**src/rtl/c9_bist_ctrl_if.sv**
```systemverilog
// c9_bist_ctrl_if -- control, status and circuit-under-test signals of the
// exhaustive BIST controller for the 4-input/1-output C9 circuit.
// slave  : view taken by the controller
// master : view taken by whatever drives start/abort and hosts the CUT
interface c9_bist_ctrl_if;
   logic        start;
   logic        abort;
   logic [3:0]  cut_in;
   logic        cut_out;
   logic        busy;
   logic        done;
   logic        pass;
   logic [15:0] signature;
   logic [15:0] resp_vec;

   modport slave (
      input  start, abort, cut_out,
      output cut_in, busy, done, pass, signature, resp_vec
   );

   modport master (
      output start, abort, cut_out,
      input  cut_in, busy, done, pass, signature, resp_vec
   );
endinterface

```
**src/rtl/c9_bist_ctrl.sv**
```systemverilog
// c9_bist_ctrl -- exhaustive BIST controller for a 4-input/1-output CUT.
// Applies patterns 0..15 in order, holds each for SETTLE_CYC cycles, then
// captures cut_out into a 16-bit serial signature (poly 16'h1021).
// Optional per-pattern response log enabled by macro C9_BIST_RESP_LOG_EN;
// without it resp_vec reads 16'h0000 and no log flops exist.
module c9_bist_ctrl #(
   parameter int unsigned SETTLE_CYC = 2,
   parameter logic [15:0] GOLDEN_SIG = 16'h1D0F
) (
   input  logic          clk,
   input  logic          rst_n,
   c9_bist_ctrl_if.slave bus
);

   typedef enum logic [1:0] {
      ST_IDLE    = 2'd0,
      ST_APPLY   = 2'd1,
      ST_CAPTURE = 2'd2,
      ST_DONE    = 2'd3
   } state_t;

   // One signature compaction step: shift left, fold in poly when feedback set.
   function automatic logic [15:0] sig_step(input logic [15:0] sig, input logic din);
      logic fb;
      fb = sig[15] ^ din;
      return {sig[14:0], 1'b0} ^ (fb ? 16'h1021 : 16'h0000);
   endfunction

   localparam logic [3:0] SETTLE_LAST = 4'(SETTLE_CYC - 32'd1);

   state_t      state_r, state_s;
   logic [3:0]  pat_r, pat_s;
   logic [3:0]  settle_r, settle_s;
   logic [15:0] sig_r, sig_s;
   logic [3:0]  cut_in_r, cut_in_s;
   logic        busy_r, busy_s;
   logic        done_r, done_s;
   logic        pass_r, pass_s;
   logic [15:0] resp_r, resp_s;

   // Next-state, counter, signature and next-output computation.
   always_comb begin
      state_s  = state_r;
      pat_s    = pat_r;
      settle_s = settle_r;
      sig_s    = sig_r;
      resp_s   = resp_r;
      if (bus.abort) begin
         // abort outranks start and clears the whole run context
         state_s  = ST_IDLE;
         pat_s    = 4'h0;
         settle_s = 4'h0;
         sig_s    = 16'h0000;
         resp_s   = 16'h0000;
      end else begin
         case (state_r)
            ST_IDLE, ST_DONE: begin
               if (bus.start) begin
                  state_s  = ST_APPLY;
                  pat_s    = 4'h0;
                  settle_s = 4'h0;
                  sig_s    = 16'h0000;
                  resp_s   = 16'h0000;
               end else begin
                  state_s = state_r;
               end
            end
            ST_APPLY: begin
               if (settle_r == SETTLE_LAST) begin
                  state_s  = ST_CAPTURE;
                  settle_s = 4'h0;
               end else begin
                  settle_s = settle_r + 4'h1;
               end
            end
            ST_CAPTURE: begin
               sig_s          = sig_step(sig_r, bus.cut_out);
               resp_s[pat_r]  = bus.cut_out;
               if (pat_r == 4'hF) begin
                  state_s = ST_DONE;
               end else begin
                  state_s = ST_APPLY;
                  pat_s   = pat_r + 4'h1;
               end
            end
            default: begin
               state_s = ST_IDLE;
            end
         endcase
      end
      busy_s   = (state_s == ST_APPLY) || (state_s == ST_CAPTURE);
      done_s   = (state_s == ST_DONE);
      pass_s   = done_s && (sig_s == GOLDEN_SIG);
      cut_in_s = busy_s ? pat_s : 4'h0;
   end

   // FSM state register.
   always_ff @(posedge clk or negedge rst_n) begin
      if (!rst_n) begin
         state_r <= ST_IDLE;
      end else begin
         state_r <= state_s;
      end
   end

   // Counters, signature and registered status outputs.
   always_ff @(posedge clk or negedge rst_n) begin
      if (!rst_n) begin
         pat_r    <= 4'h0;
         settle_r <= 4'h0;
         sig_r    <= 16'h0000;
         cut_in_r <= 4'h0;
         busy_r   <= 1'b0;
         done_r   <= 1'b0;
         pass_r   <= 1'b0;
      end else begin
         pat_r    <= pat_s;
         settle_r <= settle_s;
         sig_r    <= sig_s;
         cut_in_r <= cut_in_s;
         busy_r   <= busy_s;
         done_r   <= done_s;
         pass_r   <= pass_s;
      end
   end

`ifdef C9_BIST_RESP_LOG_EN
   // Per-pattern raw response log.
   always_ff @(posedge clk or negedge rst_n) begin
      if (!rst_n) begin
         resp_r <= 16'h0000;
      end else begin
         resp_r <= resp_s;
      end
   end
   assign bus.resp_vec = resp_r;
`else
   // Log disabled: constant zero, next-value logic is left unused.
   assign resp_r       = 16'h0000;
   assign bus.resp_vec = 16'h0000;
`endif

   assign bus.cut_in    = cut_in_r;
   assign bus.busy      = busy_r;
   assign bus.done      = done_r;
   assign bus.pass      = pass_r;
   assign bus.signature = sig_r;

endmodule
```
**src/flat_wrapper.sv**
```systemverilog
// flat-port wrapper written by rule: the top's interface ports become plain ports
module c9_bist_ctrl_flat 
#(
   parameter int unsigned SETTLE_CYC = 2,
   parameter logic [15:0] GOLDEN_SIG = 16'h1D0F
)
  (clk, rst_n, bus_start, bus_abort, bus_cut_out, bus_cut_in, bus_busy, bus_done, bus_pass, bus_signature, bus_resp_vec);
  c9_bist_ctrl_if bus_i ();
  input  logic clk;
  input  logic rst_n;
  input wire logic [$bits(bus_i.start)-1:0] bus_start;
  input wire logic [$bits(bus_i.abort)-1:0] bus_abort;
  input wire logic [$bits(bus_i.cut_out)-1:0] bus_cut_out;
  output wire logic [$bits(bus_i.cut_in)-1:0] bus_cut_in;
  output wire logic [$bits(bus_i.busy)-1:0] bus_busy;
  output wire logic [$bits(bus_i.done)-1:0] bus_done;
  output wire logic [$bits(bus_i.pass)-1:0] bus_pass;
  output wire logic [$bits(bus_i.signature)-1:0] bus_signature;
  output wire logic [$bits(bus_i.resp_vec)-1:0] bus_resp_vec;
  assign bus_i.start = bus_start;
  assign bus_i.abort = bus_abort;
  assign bus_i.cut_out = bus_cut_out;
  assign bus_cut_in = bus_i.cut_in;
  assign bus_busy = bus_i.busy;
  assign bus_done = bus_i.done;
  assign bus_pass = bus_i.pass;
  assign bus_signature = bus_i.signature;
  assign bus_resp_vec = bus_i.resp_vec;
  c9_bist_ctrl #(.SETTLE_CYC(SETTLE_CYC), .GOLDEN_SIG(GOLDEN_SIG)) u_core (.clk(clk), .rst_n(rst_n), .bus(bus_i));
endmodule
```
**config.mk**
```make
export PLATFORM = sky130hd
export DESIGN_NAME = c9_bist_ctrl_flat
export DESIGN_NICKNAME = d
export VERILOG_FILES = /design/src/rtl/c9_bist_ctrl_if.sv /design/src/rtl/c9_bist_ctrl.sv /design/src/flat_wrapper.sv
export SDC_FILE = /design/constraint.sdc
export NUM_CORES = 1
export LEC_CHECK = 0
export BUFFER_PORTS_ARGS = -buffer_cell sky130_fd_sc_hd__clkbuf_2
export CORE_AREA = 4 4 100 83
export CTS_CLUSTER_SIZE = 40
export DETAILED_ROUTE_END_ITERATION = 8
export DIE_AREA = 0 0 104 87
export HOLD_SLACK_MARGIN = 0.08
export PLACE_DENSITY = 0.43
export SLEW_MARGIN = 20
export SYNTH_ARGS = -nofsm -noshare
export SYNTH_HDL_FRONTEND = slang
export SYNTH_SLANG_ARGS = --single-unit
```
**constraint.sdc**
```tcl
create_clock -name clk -period 5.91 [get_ports clk]
set_input_delay 0.591 -clock clk [delete_from_list [all_inputs] [get_ports clk]]
set_output_delay 0.591 -clock clk [all_outputs]
set_load 0.05 [all_outputs]
```
=== Word-level counts from Yosys, hierarchy flattened ===
Index checks and enable logic that the tools add are counted.

* Add/subtract/negate cells: 2
* $mul: 0
* Divide/modulo/power cells: 0
* Magnitude comparators: 0
* Equal/unequal tests: 10
* Shifts and indexed selects: 0
* Mux-type cells: 18
* Bitwise gates (word level): 2
* Reduce and logical (&&, ||, !) cells: 6

{| class="wikitable"
|+ Operator list
! operator !! number
|-
| $mux 16 || 2
|-
| $pmux 16 s2 || 1
|-
| $mux 4 || 7
|-
| $eq 16x13->1 const B || 1
|-
| $pmux 4 s2 || 2
|-
| $xor 16x16->16 || 1
|-
| $mux 13 || 1
|-
| $add 4x1->4 const B || 2
|-
| $eq 2x2->1 const B || 4
|-
| $mux 2 || 4
|-
| $pmux 2 s3 || 1
|-
| $eq 2x1->1 const B || 2
|-
| $eq 4x1->1 const B || 1
|-
| $eq 4x4->1 const B || 1
|-
| $ne 3x3->1 const B || 1
|-
| $reduce_bool 3->1 || 1
|-
| $logic_not 2->1 || 1
|-
| $reduce_and 2->1 || 1
|-
| $reduce_or 2->1 || 1
|-
| $logic_and 1x1->1 || 1
|-
| $logic_or 1x1->1 || 1
|-
| $xor 1x1->1 || 1
|}

* Register bits after elaboration: 33
* Latch bits: 0
* Bits in writable memories: 0
* ROM bits: 0
* Input port bits: 5
* Output and inout port bits: 39
* Logic and storage cells: 46
* Memories kept: 0

=== Logic depth before layout (Yosys ltp) ===
Gate-level depths: netlist of the first run.

* Depth in word-level cells: 7
* Depth in mapped cells: 10
* Gate-level depth less buffers: 9

=== Worst setup path after synthesis of the first run ===
No wires, ideal clock.

* Kind: register to register
* Start: reg u_core.settle_r[1]
* End: reg u_core.pass_r, in the netlist u_core.bus.pass
* Library setup time: 96 ps
* Arrival time: 1,960 ps
* Required time: 5,814 ps
* Slack: 3,855 ps
* Cell stages (with the launch flop): 10
* Path buffers: 0
* Period minus slack after synthesis: 2,055 ps
* Cell sequence: dfrtp_1 > inv_1 > ha_1 > or3b_2 > a21oi_1 > nor2_1 > nor3b_1 > ha_1 > o311ai_1 > nor4_2

* Cells in the longest elaborated chain, start to end: 6

{| class="wikitable"
|+ RTL lines
! what !! line !! RTL
|-
| start, declared || c9_bist_ctrl.sv:33 || <nowiki>logic [3:0] settle_r, settle_s;</nowiki>
|-
| start signal, assigned || c9_bist_ctrl.sv:118 || <nowiki>settle_r <= settle_s;</nowiki>
|-
| $eq 4x1->1 || c9_bist_ctrl.sv:69 || <nowiki>if (settle_r == SETTLE_LAST) begin</nowiki>
|-
| $mux 2 || c9_bist_ctrl.sv:69 ||
|-
| $pmux 2 s3 || c9_bist_ctrl.sv:56 || <nowiki>case (state_r)</nowiki>
|-
| $mux 2 || c9_bist_ctrl.sv:48 || <nowiki>if (bus.abort) begin</nowiki>
|-
| via u_core.state_s[1] || c9_bist_ctrl.sv:31 || <nowiki>state_t state_r, state_s;</nowiki>
|-
| $eq 2x2->1 || c9_bist_ctrl.sv:92 || <nowiki>done_s = (state_s == ST_DONE);</nowiki>
|-
| via u_core.done_s || c9_bist_ctrl.sv:37 || <nowiki>logic done_r, done_s;</nowiki>
|-
| $logic_and 1x1->1 || c9_bist_ctrl.sv:93 || <nowiki>pass_s = done_s && (sig_s == GOLDEN_SIG);</nowiki>
|-
| via u_core.pass_s || c9_bist_ctrl.sv:38 || <nowiki>logic pass_r, pass_s;</nowiki>
|-
| end signal, assigned || c9_bist_ctrl.sv:123 || <nowiki>pass_r <= pass_s;</nowiki>
|-
| end, declared || c9_bist_ctrl.sv:38 ||
|}

The timed path passes the listed nets, and every way through them passes these cells.
A chain may end at the register's enable or synchronous reset.

=== Worst setup path after layout of the first run ===
* Start: reg u_core.state_r[0]
* End: reg u_core.pass_r, in the netlist u_core.bus.pass

* Cells in the longest elaborated chain, start to end: 6
* Elaborated cells on any way between the ends: 14
* Those cells by class: 5 x eq/ne; 6 x mux; 3 x reduce/logical

{| class="wikitable"
|+ RTL lines
! what !! line !! RTL
|-
| start, declared || c9_bist_ctrl.sv:31 ||
|-
| start signal, assigned || c9_bist_ctrl.sv:102 || <nowiki>state_r <= state_s;</nowiki>
|-
| $eq 2x2->1 / $logic_not 2->1 (equally long branches) || c9_bist_ctrl.sv:56 ||
|-
| $reduce_or 2->1 || c9_bist_ctrl.sv:56 ||
|-
| $pmux 16 s2 / $pmux 2 s3 (equally long branches) || c9_bist_ctrl.sv:56 ||
|-
| $mux 16 / $mux 2 (equally long branches) || c9_bist_ctrl.sv:48 ||
|-
| $eq 16x13->1 / $eq 2x2->1 (equally long branches) || c9_bist_ctrl.sv:93, c9_bist_ctrl.sv:92 ||
|-
| $logic_and 1x1->1 (*) || c9_bist_ctrl.sv:93 ||
|-
| via u_core.pass_s || c9_bist_ctrl.sv:38 ||
|}

Mark *: on every way through the listed nets, which the timed path passes. The rest lies on a longest branch.

==> results of run 1 <==
logic make-up after synthesis:
kind of cell | Yosys count | synth area share
buffers and inverters | 29 | 0.105
AOI/OAI and AO/OA | 49 | 0.198
and+or+nand+nor | 59 | 0.173
DFF | 33 | 0.461
other | 1 | 0.00209
adders and majority gates | 6 | 0.0419
xor gates and xnor gates | 3 | 0.0189
power by group through the flow:
stage / clock network [W] / registers [W] / logic, W
2_1_floorplan: 0 / 0.000243 / 0.0000743
3_3_place_gp: 0 / 0.000238 / 0.0000853
3_5_place_dp: 0 / 0.000238 / 0.0000856
4_1_cts: 0.000213 / 0.000233 / 0.0000859
5_1_grt: 0.000223 / 0.000234 / 0.0000928
6_report: 0.000206 / 0.000233 / 0.0000852
metrics by stage:
step / setup slack, ps / instances
floorplan: 3850 / 195
global placement: 3600 / 288
detailed placement: 3570 / 288
CTS: 3560 / 295
global route: 3380 / 295
finish: 3570 / 295
worst max-delay path, cell delays in order, from the launching register on:
cell     delay, ps
dfrtp_1        380
inv_1           70
ha_1           370
nor2b_4        280
or2_1          550
nand2_1        160
o22a_1         200
nor4_2         230
state kept, by name, summed over array words and instances (netlist names):
signal	cells
u_core.settle_r	4
u_core.bus.busy	1
u_core.bus.done	1
u_core.bus.cut_in	4
u_core.pat_r	4
u_core.state_r	2
u_core.bus.pass	1
u_core.bus.signature	16
worst paths after layout:
path                       depth (start not counted)          startpoint  slack, ps                       to
min in group clk                                   1  u_core.settle_r[3]        540       u_core.settle_r[3]
hold reg to reg                                    1  u_core.settle_r[3]        540       u_core.settle_r[3]
setup / recovery                                   7   u_core.state_r[0]       3570          u_core.bus.pass
hold / removal                                     1               rst_n        410  u_core.bus.signature[0]
setup reg to reg                                   7   u_core.state_r[0]       3570          u_core.bus.pass
max in group asynchronous                          1               rst_n       4950       u_core.settle_r[3]
cell usage in the layout, fill, tap and decap left out, types with 2 or more instances in the layout:
cell / instances
nor2_1: 20
o21ai_1: 2
clkbuf_2: 27
and2_1: 4
nor3b_1: 2
nand2_1: 10
clkbuf_8: 5
nor2b_4: 2
a211oi_1: 5
a22oi_1: 11
a311oi_1: 2
or2_1: 2
nand2b_1: 3
inv_1: 5
nand3_1: 5
ha_1: 6
conb_1: 16
nor3_1: 5
nand3b_1: 2
dfrtp_1: 33
o21ai_0: 10
a21oi_1: 10
synthesized netlist by cell type (all sizes together):
master / count / area, um^2
nand3b: 2 / 15.0
dfrtp: 33 / 826
a22o: 1 / 8.76
o21ai: 12 / 60.1
a21oi: 10 / 50.1
xnor2: 1 / 8.76
or3b: 1 / 8.76
nand2b: 3 / 18.8
nor2: 20 / 75.1
and2: 4 / 25.0
nor2b: 3 / 33.8
a41oi: 1 / 8.76
a311oi: 2 / 17.5
a211o: 1 / 8.76
o22a: 1 / 8.76
nor3: 5 / 25.0
xor2: 2 / 25.0
ha: 6 / 75.1
o311ai: 1 / 8.76
a211oi: 5 / 37.5
clkbuf: 2 / 7.51
o31ai: 1 / 7.51
a22oi: 12 / 104
nor4: 1 / 12.5
nand2: 11 / 43.8
a31oi: 1 / 6.26
nand3: 5 / 25.0
or2: 2 / 12.5
inv: 5 / 18.8
o32ai: 1 / 27.5
conb: 1 / 3.75
nor3b: 2 / 15.0
buf: 22 / 163
area by class of cell:
type	count	share of cell area
multi-input cells	133	0.411
flip-flops and latches	33	0.407
repair buffers	27	0.0666
well taps	90	0.0555
clock buffers	5	0.0339
clock inverters	2	0.0173
inverters	5	0.00925
routing by layer:
layer | track usage | vias up | part of all wire
met5 | 0 | - | 0
met4 | 0.0254 | 0 | 0.0066
met3 | 0.0423 | 4 | 0.061
met2 | 0.141 | 35 | 0.43
met1 | 0.129 | 632 | 0.50
li1 | - | 656 | -
==> results.toml, run 1 <==
[outcome]
status = "finished clean"

[final_layout]
syn_to_final_growth_pct = 13.3
fin_util = 0.279
diodes = 0
final-seq-area_um2 = 826
fin_area_um2 = 2030
multi_input_comb_area_um2 = 833
nets = 216
fillCellCount = 788
layout-drive-gt1-share = 0.205

[cts]
root_buffer = "clkbuf_8"
cts_tree = "yes"
cts_made_buffers = 5
clkTransAtPathRegs_ps = 70
clock_latency_ps = 290
clkSinkCount = 33
cts_max_level = 2
cts_max_path_buffers = 2
hold_buffers = 0
postCtsSetupBuffers = 0
post_cts_resized = 0

[power]
p_sw_frac = 0.297
comb_power_share = 0.162
pwr_density_cell_nw_per_um2 = 259
leakage_nw = 0.943
max-vdd-ir-drop_uv = 77.0
p_int_w = 0.000369
p_switching_w = 0.000156
power.total_w = 0.000525
clkPwrFrac = 0.393
pwr-share-seq = 0.445

[synth]
syn-instance-count = 180
ys_seq_area_frac = 0.461
yosysWarnings = 0
synth.cell_area_um2 = 1790
synth-seq-cells = 33
yosysUniqueCellTypes = 40
syn_avg_cell_area_um2 = 9.95

[sta]
fin_crit_ps = 2340
fin_crit_sh = 0.396
rsz0062_at_grt = "false"
finalSetupViolations = 0
worstMarginPinSlew_ps = 878
slew_viol_final = 0
hold_viol = 0
maxClockFrequency_mhz = 428
fin_skew_ps = 8.53
final.setup.tns_ps = 0
holdWs_ps = 414
slew_headroom = 0.415

[global_route]
grt_max_degree = 34
grt_pass1_vias = 1308
antenna_found_initial = 0
grtUsageTotal = 0.0959
grt_pass1_wl_um = 6800
grt_overflow_total = 0

[placement]
place_area_um2 = 1930
io_buffers = 27
hpwl_um = 2940
gp_congestion = 0.718

[die]
start_util = 0.246
coreArea_um2 = 7290
die_area_um2 = 9050
die_x_um = 104
ios = 44
rows = 28
die_h_um = 87

[setup_path]
critPathMaxFanout = 16
cp-start-kind = "flop"
cp.required_ps = 6110
criticalPathCategory = "reg2reg"
worst_ep_arrival_time_ps = 2530
end_kind = "flop"

[detailed_routing]
dr.pass1.iters = 4
drtIter0Drc = 48
wirelength_um = 4090
vias_per_cell = 4.50
detail-route-antenna-nets = 0
wl_per_cell_um = 13.9
drcViolationCount = 0
num_vias = 1327

[worst_hold_path]
hold_class = "in2async"

[job]
cap_violations = 0
Note: power is estimated with default switching activity, not from simulation.
==> run 2: changes to the inputs <==
--- a/config.mk
+++ b/config.mk
@@ -11,7 +11,7 @@
 export DETAILED_ROUTE_END_ITERATION = 8
 export DIE_AREA = 0 0 104 87
 export HOLD_SLACK_MARGIN = 0.08
-export PLACE_DENSITY = 0.43
+export PLACE_DENSITY = 0.44
 export SLEW_MARGIN = 20
 export SYNTH_ARGS = -nofsm -noshare
 export SYNTH_HDL_FRONTEND = slang
==> constraint.sdc (replaced) <==
create_clock -name clk -period 2.1 [get_ports clk]
set_input_delay 0.21 -clock clk [delete_from_list [all_inputs] [get_ports clk]]
set_output_delay 0.21 -clock clk [all_outputs]
set_load 0.05 [all_outputs]
==> run 2 against run 1 <==
Against the previous run: count of clock-buffer cells in the layout unchanged; combinational power rose to 3.5 times the previous value; worst setup slack got worse by 3500 ps; power rose to 2.7 times the previous value; sequential share of layout area shrank 2.6 points; register-to-register slack got worse by 3500 ps; global-route usage grew 0.63 points; final cell count increased by 5.4%; sequential power increased to 2.8 times the previous value; clock power rose by 130%; cell area grew 6.7%; critical endpoint unchanged; largest power group unchanged.
==> results.toml, run 2 (synthesis results as in run 1) <==
[placement]
hpwl_um = 3090
io_buffers = 27
gp_congestion = 0.749
placed_cells = 299
place_area_um2 = 2020

[setup_path]
critPathLaunch = "u_core.settle_r[1]"
crit_slowest_cell = "or3b_4"
cp_num_buf_inv = 1
criticalPathCategory = "reg2reg"
r2r_start = "u_core.settle_r[1]"
cp-start-kind = "flop"
end_kind = "flop"
critPathMaxFanout = 3
cp.depth = 9
cp.required_ps = 2300
ff2ff_path_depth = 9
path_cells = "inv_1 -> ha_1 -> or3b_4 -> a21oi_2 -> nor2_1 -> nor3b_2 -> ha_2 -> o311ai_1 -> nor4_2"
cp_top_family = "simple AND/OR/NAND/NOR gates"
worst_ep_arrival_time_ps = 2190
max_stage_delay_ps = 390

[power]
clkPwrFrac = 0.333
p_sw_frac = 0.326
max-vdd-ir-drop_uv = 214
pwr_density_cell_nw_per_um2 = 659
comb_power_share = 0.209
p_switching_w = 0.000466
power.total_w = 0.00143
leakage_nw = 1.01
pwr-share-seq = 0.458
p_int_w = 0.000962

[detailed_routing]
drtIter0Drc = 40
vias_per_cell = 4.56
num_vias = 1419
wl_per_cell_um = 14.1
detail-route-antenna-nets = 0
wirelength_um = 4390
dr.pass1.iters = 4
drcViolationCount = 0

[cts]
root_buffer = "clkbuf_8"
cts_tree = "yes"
clkTransAtPathRegs_ps = 80
clock_latency_ps = 290
cts_made_buffers = 5
cts_max_path_buffers = 2
cts_max_level = 2
clkSinkCount = 33

[global_route]
grt_overflow_total = 0
grt_max_degree = 34
grt_pass1_wl_um = 7270
grt_pass1_vias = 1381
grtUsageTotal = 0.102
antenna_found_initial = 0

[final_layout]
fillCellCount = 780
fin_area_um2 = 2170
layout-drive-gt1-share = 0.290
most-common-layout-cells = "dfrtp_1, clkbuf_2, nor2_1"
syn_to_final_growth_pct = 20.9
diodes = 0
largest_register_ff_count = 16
nets = 231
final_common_cell = "dfrtp_1"
stdcell_count = 311

[sta]
rsz0062_at_grt = "true"
fin_crit_ps = 1990
worstMarginPinSlew_ps = 858
finalSetupViolations = 0
fin_crit_sh = 0.945
maxClockFrequency_mhz = 504
slew_viol_final = 0
hold_viol = 0
holdWs_ps = 318
final.setup.tns_ps = 0
fin_skew_ps = 11.4
slew_headroom = 0.428

[die]
ios = 44
die_x_um = 104
coreArea_um2 = 7290
die_area_um2 = 9050
start_util = 0.246
die_h_um = 87
rows = 28

[worst_hold_path]
hold_start = "bus_abort"
hold_depth = 2
hold_class = "in2reg"

[outcome]
status = "finished clean"

[job]
cap_violations = 0
==> run 2: metrics by stage <==
step / util / setup slack, ps
after floorplan: - / 44.6
after global placement: 0.277 / -27.6
after detailed placement: 0.277 / -76.4
after CTS: 0.294 / 54.8
after global routing: 0.297 / -7.21
final: 0.297 / 114
==> run 2: power by group through the flow <==
stage,Sequential [W],Combinational (W),Clock [W]
floorplan,0.000684,0.000209,0
global placement,0.000667,0.000279,0
detailed placement,0.000666,0.000277,0
CTS,0.000654,0.000292,0.000493
global route,0.000655,0.000327,0.000521
finish,0.000654,0.000298,0.000475
==> run 2: timing repair <==
| action | in CTS | in global routing |
|---|---|---|
| cloned | 0 | 0 |
| pin swaps | 1 | 3 |
| setup buffers | 1 | 2 |
| hold buffers | 1 | 0 |
| endpoints found under the setup margin | 5 | 5 |
| endpoints found under the hold margin | 33 | 0 |
| resized for setup | 5 | 3 |
==> run 2: final cells by class <==
class	count	area [um^2]	share of cell area
clock buffers	5	68.8	0.0318
clock inverters	3	17.5	0.00809
inverters	5	18.8	0.00867
multi-input cells	133	860	0.397
flip-flops and latches	33	826	0.381
well taps	90	113	0.0520
repair buffers	42	263	0.121
==> run 2: path summary, 6_finish.rpt <==
path	to	slack (ps)
max in group asynchronous	u_core.bus.signature[3]	1000
worst min register to register	u_core.pat_r[3]	550
min in group asynchronous	u_core.bus.done	570
worst max register to register	u_core.bus.pass	110
worst max-delay path	u_core.bus.pass	110
worst min-delay path	u_core.bus.signature[1]	320
==> run 2: per-layer routing <==
metal | up-vias | global-route usage | share of wire
met5 | - | 0 | 0
met4 | 0 | 0.0399 | 0.018
met3 | 5 | 0.0267 | 0.044
met2 | 47 | 0.155 | 0.44
met1 | 686 | 0.140 | 0.50
li1 | 681 | - | -
